--- config.mk ---
export PLATFORM = sky130hd
export DESIGN_NAME = sd_cmd_resp_rx
export DESIGN_NICKNAME = d
export VERILOG_FILES = /design/src/rtl/sd_cmd_resp_rx.sv
export SDC_FILE = /design/constraint.sdc
export NUM_CORES = 1
export LEC_CHECK = 0
export CORE_UTILIZATION = 40
export DETAILED_ROUTE_END_ITERATION = 6
export SLEW_MARGIN = 20
export SYNTH_ARGS = -nofsm -noshare
export SYNTH_HDL_FRONTEND = slang
export SYNTH_SLANG_ARGS = --single-unit
--- constraint.sdc ---
create_clock -name clk -period 3.8 [get_ports clk]
set_clock_uncertainty 0.15 [all_clocks]
set_input_delay 1.14 -clock clk [delete_from_list [all_inputs] [get_ports clk]]
set_output_delay 1.14 -clock clk [all_outputs]
set_load 0.05 [all_outputs]
--- src/rtl/sd_cmd_resp_rx.sv ---
// sd_cmd_resp_rx
//
// Captures the 48-bit response an SD card returns on the CMD line after the
// command sender releases it. The receiver is armed by a one-cycle START and
// hunts for the start bit on rising edges of the SD clock. Once the start bit
// arrives it shifts in the rest of the frame while running CRC7 over the first
// 40 bits. The receiver then reports one of two outcomes:
//   - the captured word together with CRC/framing status, or
//   - a timeout, if the card stays silent for TIMEOUT_EDGES SD clock edges.
//
// Ports
//   clk        system clock, all logic on its rising edge
//   rst        synchronous reset, active-high
//   sd_clk_in  SD clock level produced by the command sender
//   cmd_in     CMD pad level (pulled up, idles at 1)
//   start      one-cycle pulse that arms the receiver
//   check_crc  1 = verify CRC7, 0 = ignore it (R3 carries all ones)
//   busy       high from an accepted start until the result pulse
//   resp_data  captured response, bit 47 is the first bit on the wire
//   resp_valid one-cycle pulse, a full frame was captured
//   crc_err    CRC7 mismatch, valid with resp_valid and held afterwards
//   frame_err  transmission bit not 0 or end bit not 1, held like crc_err
//   timeout    one-cycle pulse, the card stayed silent for the whole window

module sd_cmd_resp_rx #(
    parameter int TIMEOUT_EDGES = 64
) (
    input  logic        clk,
    input  logic        rst,
    input  logic        sd_clk_in,
    input  logic        cmd_in,
    input  logic        start,
    input  logic        check_crc,
    output logic        busy,
    output logic [47:0] resp_data,
    output logic        resp_valid,
    output logic        crc_err,
    output logic        frame_err,
    output logic        timeout
);

    localparam int EDGE_W = $clog2(TIMEOUT_EDGES + 1);
    localparam logic [EDGE_W-1:0] EDGE_MAX  = '1;
    localparam logic [EDGE_W-1:0] EDGE_LAST = EDGE_W'(TIMEOUT_EDGES - 1);

    typedef enum logic [1:0] {
        IDLE,
        WAIT_START,
        SHIFT,
        DONE
    } state_t;

    state_t            state, state_next;
    logic              sd_clk_q;
    logic              sample_edge;
    logic [EDGE_W-1:0] edge_cnt, edge_cnt_next;
    logic [5:0]        bit_cnt, bit_cnt_next;
    logic [46:0]       shift_reg, shift_reg_next;
    logic [6:0]        crc, crc_next;
    logic              check_crc_q, check_crc_next;
    logic [47:0]       resp_data_next;
    logic              resp_valid_next;
    logic              crc_err_next;
    logic              frame_err_next;
    logic              timeout_next;
    logic [47:0]       word;
    logic              crc_fb;
    logic [6:0]        crc_step;

    // A sample edge is a rising edge of the SD clock as seen through one
    // register stage; cmd_in is only looked at on those cycles.
    assign sample_edge = sd_clk_in & ~sd_clk_q;

    // The word as it would look with the current cmd_in shifted in, and the
    // CRC7 (x^7 + x^3 + 1) state after absorbing that same bit.
    assign word     = {shift_reg, cmd_in};
    assign crc_fb   = crc[6] ^ cmd_in;
    assign crc_step = {crc[5:0], 1'b0} ^ (crc_fb ? 7'h09 : 7'h00);

    assign busy = (state != IDLE);

    // Next-state and datapath logic. Results are registered on the cycle
    // that samples the 48th bit so they are visible during DONE, which makes
    // resp_valid appear exactly one cycle after the last sample. A start that
    // lands on the timeout pulse cycle is dropped so the pulse is never
    // followed by a silent re-arm.
    always_comb begin
        state_next      = state;
        edge_cnt_next   = edge_cnt;
        bit_cnt_next    = bit_cnt;
        shift_reg_next  = shift_reg;
        crc_next        = crc;
        check_crc_next  = check_crc_q;
        resp_data_next  = resp_data;
        resp_valid_next = 1'b0;
        crc_err_next    = crc_err;
        frame_err_next  = frame_err;
        timeout_next    = 1'b0;

        case (state)
            IDLE: begin
                if (start && !timeout) begin
                    state_next     = WAIT_START;
                    edge_cnt_next  = '0;
                    bit_cnt_next   = '0;
                    shift_reg_next = '0;
                    crc_next       = '0;
                    check_crc_next = check_crc;
                end
            end

            WAIT_START: begin
                if (sample_edge) begin
                    if (!cmd_in) begin
                        shift_reg_next = word[46:0];
                        crc_next       = crc_step;
                        bit_cnt_next   = 6'd1;
                        state_next     = SHIFT;
                    end else begin
                        if (edge_cnt != EDGE_MAX) begin
                            edge_cnt_next = edge_cnt + 1'b1;
                        end
                        if (edge_cnt >= EDGE_LAST) begin
                            timeout_next = 1'b1;
                            state_next   = IDLE;
                        end
                    end
                end
            end

            SHIFT: begin
                if (sample_edge) begin
                    shift_reg_next = word[46:0];
                    // CRC covers bits 47..8, i.e. the first 40 bits received
                    if (bit_cnt < 6'd40) begin
                        crc_next = crc_step;
                    end
                    if (bit_cnt != 6'd63) begin
                        bit_cnt_next = bit_cnt + 6'd1;
                    end
                    if (bit_cnt == 6'd47) begin
                        state_next      = DONE;
                        resp_data_next  = word;
                        resp_valid_next = 1'b1;
                        frame_err_next  = word[46] | ~word[0];
                        crc_err_next    = check_crc_q & (crc != word[7:1]);
                    end
                end
            end

            DONE: begin
                state_next = IDLE;
            end

            default: begin
                state_next = IDLE;
            end
        endcase
    end

    // State and output registers; reset clears everything, including any
    // frame in flight, without producing a pulse.
    always_ff @(posedge clk) begin
        if (rst) begin
            state       <= IDLE;
            sd_clk_q    <= 1'b0;
            edge_cnt    <= '0;
            bit_cnt     <= '0;
            shift_reg   <= '0;
            crc         <= '0;
            check_crc_q <= 1'b0;
            resp_data   <= '0;
            resp_valid  <= 1'b0;
            crc_err     <= 1'b0;
            frame_err   <= 1'b0;
            timeout     <= 1'b0;
        end else begin
            state       <= state_next;
            sd_clk_q    <= sd_clk_in;
            edge_cnt    <= edge_cnt_next;
            bit_cnt     <= bit_cnt_next;
            shift_reg   <= shift_reg_next;
            crc         <= crc_next;
            check_crc_q <= check_crc_next;
            resp_data   <= resp_data_next;
            resp_valid  <= resp_valid_next;
            crc_err     <= crc_err_next;
            frame_err   <= frame_err_next;
            timeout     <= timeout_next;
        end
    end

endmodule

======== Word level (Yosys, flattened, before mapping) ========
Index checks and enable logic that the tools add are counted.
word-level totals
  bits of input ports ..................... 6
  bits in registers ....................... 123
  output and inout port bits .............. 53
operators by class
  order comparisons ....................... 2
  equality and inequality tests ........... 17
  multiplexer cells ....................... 31
  $add $sub $neg .......................... 2
  reductions and logical operators ........ 15
  bitwise logic cells ..................... 10
operators by type and width
  cell                 number
  $mux 47              4
  $pmux 47 s3          1
  $mux 7               8
  $mux 6               5
  $pmux 7 s3           1
  $ne 2x2->1 const B   9
  $pmux 6 s3           1
  $reduce_and 5->1     3
  $pmux 7 s2           1
  $mux 2               6
  $reduce_and 6->1     2
  $pmux 2 s4           1
  $add 7x1->7 const B  1
  $ge 7x6->1 const B   1
  $ne 7x7->1           1
  $ne 7x7->1 const B   1
  $xor 7x4->7          1
  $add 6x1->6 const B  1
  $eq 6x6->1 const B   1
  $lt 6x6->1 const B   1
  $ne 6x6->1 const B   1
  $not 1->1            5
  $eq 2x2->1 const B   2
  $mux 4               1
  15 further kinds     18

======== Logic depth before layout (Yosys ltp) ========
Gate-level depths: netlist of run 1.
  depth in word-level cells ............... 6
  depth in mapped cells ................... 9
  depth with buffers taken out ............ 6

======== Least setup slack after synthesis of run 1 ========
No wires, ideal clock.
  path type ............................... input to register
  start point ............................. input port cmd_in
  end point ............................... register bit_cnt[5]
  data arrival time ....................... 2,395 ps
  stages on the path ...................... 6
  buffers on the path ..................... 2
  data required time ...................... 3,518 ps
  library setup time ...................... 132 ps
  path slack .............................. 1,123 ps
  cells stage by stage .................... clkbuf_1 > and2_1 > a221o_1 > buf_2 > o41ai_1 > a21oi_1
between the ends
  word-level cells in the longest chain between the ends .. 2
ends and longest elaborated chain
  what                               line  text
  start: declaration                 31    input logic cmd_in,
  $ne 2x2->1 (no source line)        -
  $reduce_and 6->1 (no source line)  -
  end signal: assignment             181   bit_cnt <= bit_cnt_next;
  end: declaration                   57    logic [5:0] bit_cnt, bit_cnt_next;
Every way passes these cells.
A chain may end at the register's enable or synchronous reset.

======== Worst setup path in the final report of run 1 ========
  start point ............................. register state[0]
  end point ............................... output port busy
between the ends
  word-level cells in the longest chain between the ends .. 1
ends and longest elaborated chain
  what                      line  text
  start: declaration        53    state_t state, state_next;
  start signal: assignment  178   state <= state_next;
  $reduce_bool 2->1         80    assign busy = (state != IDLE);
  end: declaration          34    output logic busy,
Every way passes these cells.

==> flow_summary.ini, run 1 <==
[floorplan]
ios = 59
dieWidth_um = 116
die_height_um = 116
die_area_um2 = 13500
placementRows = 41
core_um2 = 12700
start_util = 0.412

[detailed_routing]
dr.pass1.iters = 7
avgRoutedWirePerCell_um = 14.9
vias = 4690
drc_errors = 0
drt-total-wl_um = 12600
final_antenna_net_count = 0
first_iter_violations = 303
vias_per_cell = 5.54

[cts]
hold_buffers = 0
numCtsBuffers = 17
clock_path_buffers = 2
numClockSinks = 123
cts_tree = yes
cts_max_level = 4
post_cts_buffers = 0
clkTransAtPathRegs_ps = 50
insertion_delay_ps = 410
cts_resized = 0
cts.root.buffer_cell = clkbuf_16

[synth]
yosysSeqAreaShare = 0.471
synth_area_leaders = dfxtp_1, a21oi_1, nand4b_1, nand2_1, o21ai_0
synth_ff_type = dfxtp_1
yosysTopAreaCell = dfxtp_1
syn_nets = 648
synth-edff-count = 0
netlist_area_um2 = 5220
synth_cell_types = 44
synthMostInstantiatedCell = dfxtp_1
netlist_instances = 636
async_flop_share = 0
ys_seq_elements = 123
synthDominantCellAreaShare = 0.471
synth_warnings = 0
syn_avg_cell_area_um2 = 8.21
synth_common_cells = dfxtp_1, a21oi_1, nand2_1

[power]
clkPwrFrac = 0.461
p_leak_nw = 1.97
comb_power_share = 0.124
p_sw_frac = 0.278
finalPower_w = 0.00316
seq_power_share = 0.414
vdd_drop_max_mv = 0.295
p_sw_w = 0.000878
powerDensity_nw_per_um2 = 489
p_int_w = 0.00228

[sta]
fin_tns_setup_ps = 0
slew_violations = 0
period_share = 0.923
hold_viol = 0
worstMarginPinSlew_ps = 1010
grt_setup_unrepaired = no
fin_crit_ps = 3510
fmax_mhz = 285
setup_viol = 0
max_slew_margin = 0.327

[grt]
antenna_found_initial = 0
grt.total_usage = 0.195
grt_pass1_wl_um = 20600
first_global_vias = 4279
grt_max_degree = 99
grt_overflow = 0

[placement]
port_buffers = 58
gp_congestion = 0.825
place_area_um2 = 5920
hpwl_um = 7370

[outcome]
outcome = finished clean

[setup_path]
worst_setup_path_start_kind = register
cp_max_fo = 12
required_ps = 2510
path_class = register to output port
cp.arrival_ps = 2220
end_kind = output port

[cells_and_area]
finish.utilization = 0.510
largest_reg_flops = 48
drive_above_1_share = 0.0696
area_growth_pct = 23.6
num-fill-cells = 1254
fin_nets = 674
stdcell_area_um2 = 6460
antenna_cells = 0

[job]
max_cap_violations = 0

[min_path]
min_path_type = register to register
-- through the flow --
step	setup WS (ps)	std cells	hold slack [ps]
floorplan	1120	636	278
global placement	427	815	295
detailed placement	377	815	296
CTS	273	847	304
global route	186	847	326
finish	292	847	303
-- cell type report --
type / count / area, um^2 / area share
Clock buffer: 22 / 474 / 0.0734
Clock inverter: 10 / 67.6 / 0.0105
Inverter: 10 / 37.5 / 0.00581
Multi-Input combinational cell: 443 / 2520 / 0.390
Sequential cell: 123 / 2460 / 0.381
Tap cell: 172 / 215 / 0.0333
Timing Repair Buffer: 67 / 683 / 0.106
-- power by group through the flow --
stage	sequential, W	combinational (W)	clock, W
2_1_floorplan	0.00133	0.000277	0
3_3_place_gp	0.00133	0.000386	0
3_5_place_dp	0.00134	0.000390	0
4_1_cts	0.00131	0.000390	0.00148
5_1_grt	0.00131	0.000429	0.00155
6_report	0.00131	0.000393	0.00146
-- worst max-delay path: stages (launching register included) --
cell and delay, ps:
dfxtp_1 430, inv_1 120, ha_1 210, buf_4 180
inv_1 80, clkdlybuf4s50_1 800
-- cell usage in the layout, fill, tap and decap left out, drive strengths merged, types with 2 or more instances in the layout --
master	instances
and3	2
clkinvlp	4
o211ai	3
o41ai	2
nor2b	2
nor4	3
a221oi	4
or2	2
o31ai	4
and2	3
a211oi	2
o21a	2
a21oi	112
nand2	110
nor3	4
ha	6
or4	3
buf	10
clkinv	5
nand3	11
clkbuf	22
or3	2
xnor2	9
nand4b	49
nand4	12
o22ai	2
nor2	15
clkdlybuf4s50	57
inv	11
o21ai	59
nand2b	5
a31oi	4
dfxtp	123
o311ai	3
-- cell families (layout without fill, tap and decap cells) --
kind of cell	after synthesis	in the layout	share of synthesized area
adders and majority gates	6	6	0.0144
muxes	1	1	0.00216
DFF	123	123	0.471
and+or+nand+nor	224	224	0.231
AOI/OAI and AO/OA	203	203	0.213
xor gates and xnor gates	9	9	0.0151
buffers and inverters	70	109	0.0529
-- final timing paths --
path / start / to / slack (ps) / depth (start not counted)
setup / recovery: state[0] / busy / 290 / 5
hold / removal: resp_data[9] / resp_data[9] / 300 / 2
setup reg to reg: state[0] / bit_cnt[5] / 1110 / 7
hold reg to reg: resp_data[9] / resp_data[9] / 300 / 2
-- layer usage --
metal,up-vias,wire length [um],global-route usage
li1,2329,-,-
met1,2225,5880,0.243
met2,119,5980,0.314
met3,17,568,0.0555
met4,0,214,0.0880
met5,-,0,0
Note: power is estimated with default switching activity, not from simulation.
==> run 2: changes to the inputs <==
CORE_UTILIZATION = 56   (was 40)
PLACE_DENSITY = 0.8   (was unset)
clock period = 4 ns   (was 3.8 ns; I/O delays follow)
==> run 2 against run 1 <==
Compared with the run above: global-route usage grew 6.0 points; routed wire length shrank 2.7%; clock power grew 18%; sequential share of layout area shrank 0.14 points; sequential cell count is the same; setup slack gained 51 ps; total power grew 5.4%; design area grew 0.37%; die area shrank 28%; via count grew 1.3%; critical endpoint unchanged; largest power group unchanged.
==> flow_summary.ini, run 2 (synthesis results as in run 1) <==
[cells_and_area]
final_common_cell = dfxtp_1
drive_above_1_share = 0.0726
multi_input_area_um2 = 2520
area_growth_pct = 24.1
ff_latch_area_um2 = 2460
antenna_cells = 0
largest_reg_flops = 48
num-fill-cells = 661
instances_no_fill = 783
stdcell_area_um2 = 6480
fin_nets = 674
layout_common_cells = dfxtp_1, a21oi_1, nand2_1
finish.utilization = 0.729

[min_path]
min_path_type = register to register

[detailed_routing]
drt-total-wl_um = 12300
vias = 4751
first_iter_violations = 401
final_antenna_net_count = 0
drc_errors = 0
avgRoutedWirePerCell_um = 15.7
dr.pass1.iters = 5
vias_per_cell = 6.07

[cts]
cts.root.buffer_cell = clkbuf_8
insertion_delay_ps = 510
cts_resized = 0
cts_tree = yes
cts_max_level = 4
clock_path_buffers = 2
numClockSinks = 123
clkTransAtPathRegs_ps = 60
numCtsBuffers = 17
post_cts_buffers = 0
hold_buffers = 0

[grt]
grt_max_degree = 95
grt_pass1_wl_um = 20200
grt.total_usage = 0.256
first_global_vias = 4309
grt_overflow = 0
antenna_found_initial = 0

[sta]
fmax_mhz = 273
setup_viol = 0
hold_slack_ps = 299
fin_tns_setup_ps = 0
period_share = 0.914
max_slew_margin = 0.467
worstMarginPinSlew_ps = 800
slew_violations = 0
grt_setup_unrepaired = no
hold_viol = 0
fin_crit_ps = 3660

[placement]
gp_congestion = 0.824
place_area_um2 = 5800
port_buffers = 58
place_inst = 751
hpwl_um = 7110

[floorplan]
placementRows = 34
start_util = 0.588
dieWidth_um = 98.6
ios = 59
core_um2 = 8890
die_height_um = 98.6
die_area_um2 = 9720

[setup_path]
cp.arrival_ps = 2310
end_kind = output port
cp_max_fo = 12
path_class = register to output port
worst_setup_path_start_kind = register
required_ps = 2650

[power]
p_leak_nw = 2.02
powerDensity_nw_per_um2 = 514
vdd_drop_max_mv = 0.302

[job]
max_cap_violations = 0

[outcome]
outcome = finished clean
run 2: worst max-delay path, stage by stage, from the launching register on:
cell and delay [ps]:
dfxtp_1 420, inv_1 120, ha_1 200, buf_4 180, inv_1 80, clkdlybuf4s50_1 790
run 2: final timing paths:
| check | startpoint | end | slack [ps] | depth (start not counted) |
|---|---|---|---|---|
| setup / recovery | state[0] | busy | 340 | 5 |
| setup reg to reg | state[0] | shift_reg[25] | 1240 | 6 |
| hold reg to reg | crc_err | crc_err | 300 | 2 |
| hold / removal | crc_err | crc_err | 300 | 2 |
run 2: report_power, final:
group | internal [W] | switching, W | leakage (nW)
combinational | 0.0000955 | 0.000273 | 0.716
sequential | 0.00123 | 0.00000990 | 0.991
clock | 0.00116 | 0.000560 | 0.318
total | 0.00249 | 0.000843 | 2.02
run 2: stage by stage:
step / setup slack [ps] / total power, W
4_1_cts: 394 / 0.00333
6_report: 343 / 0.00333
3_3_place_gp: 551 / 0.00162
2_1_floorplan: 1260 / 0.00153
5_1_grt: 268 / 0.00343
3_5_place_dp: 520 / 0.00162
run 2: routing by layer:
metal | share of wire | up-vias | global-route usage
met5 | 0 | - | 0
met3 | 0.042 | 16 | 0.0475
met2 | 0.50 | 133 | 0.431
met1 | 0.45 | 2279 | 0.324
met4 | 0.013 | 0 | 0.104
li1 | - | 2323 | -
run 2: cell type report:
type | instances | area share
clock buffer | 18 | 0.0660
clock inverter | 14 | 0.0374
inverter | 10 | 0.00579
multi-input combinational | 443 | 0.389
sequential | 123 | 0.380
tap | 108 | 0.0208
timing repair buffer | 67 | 0.102
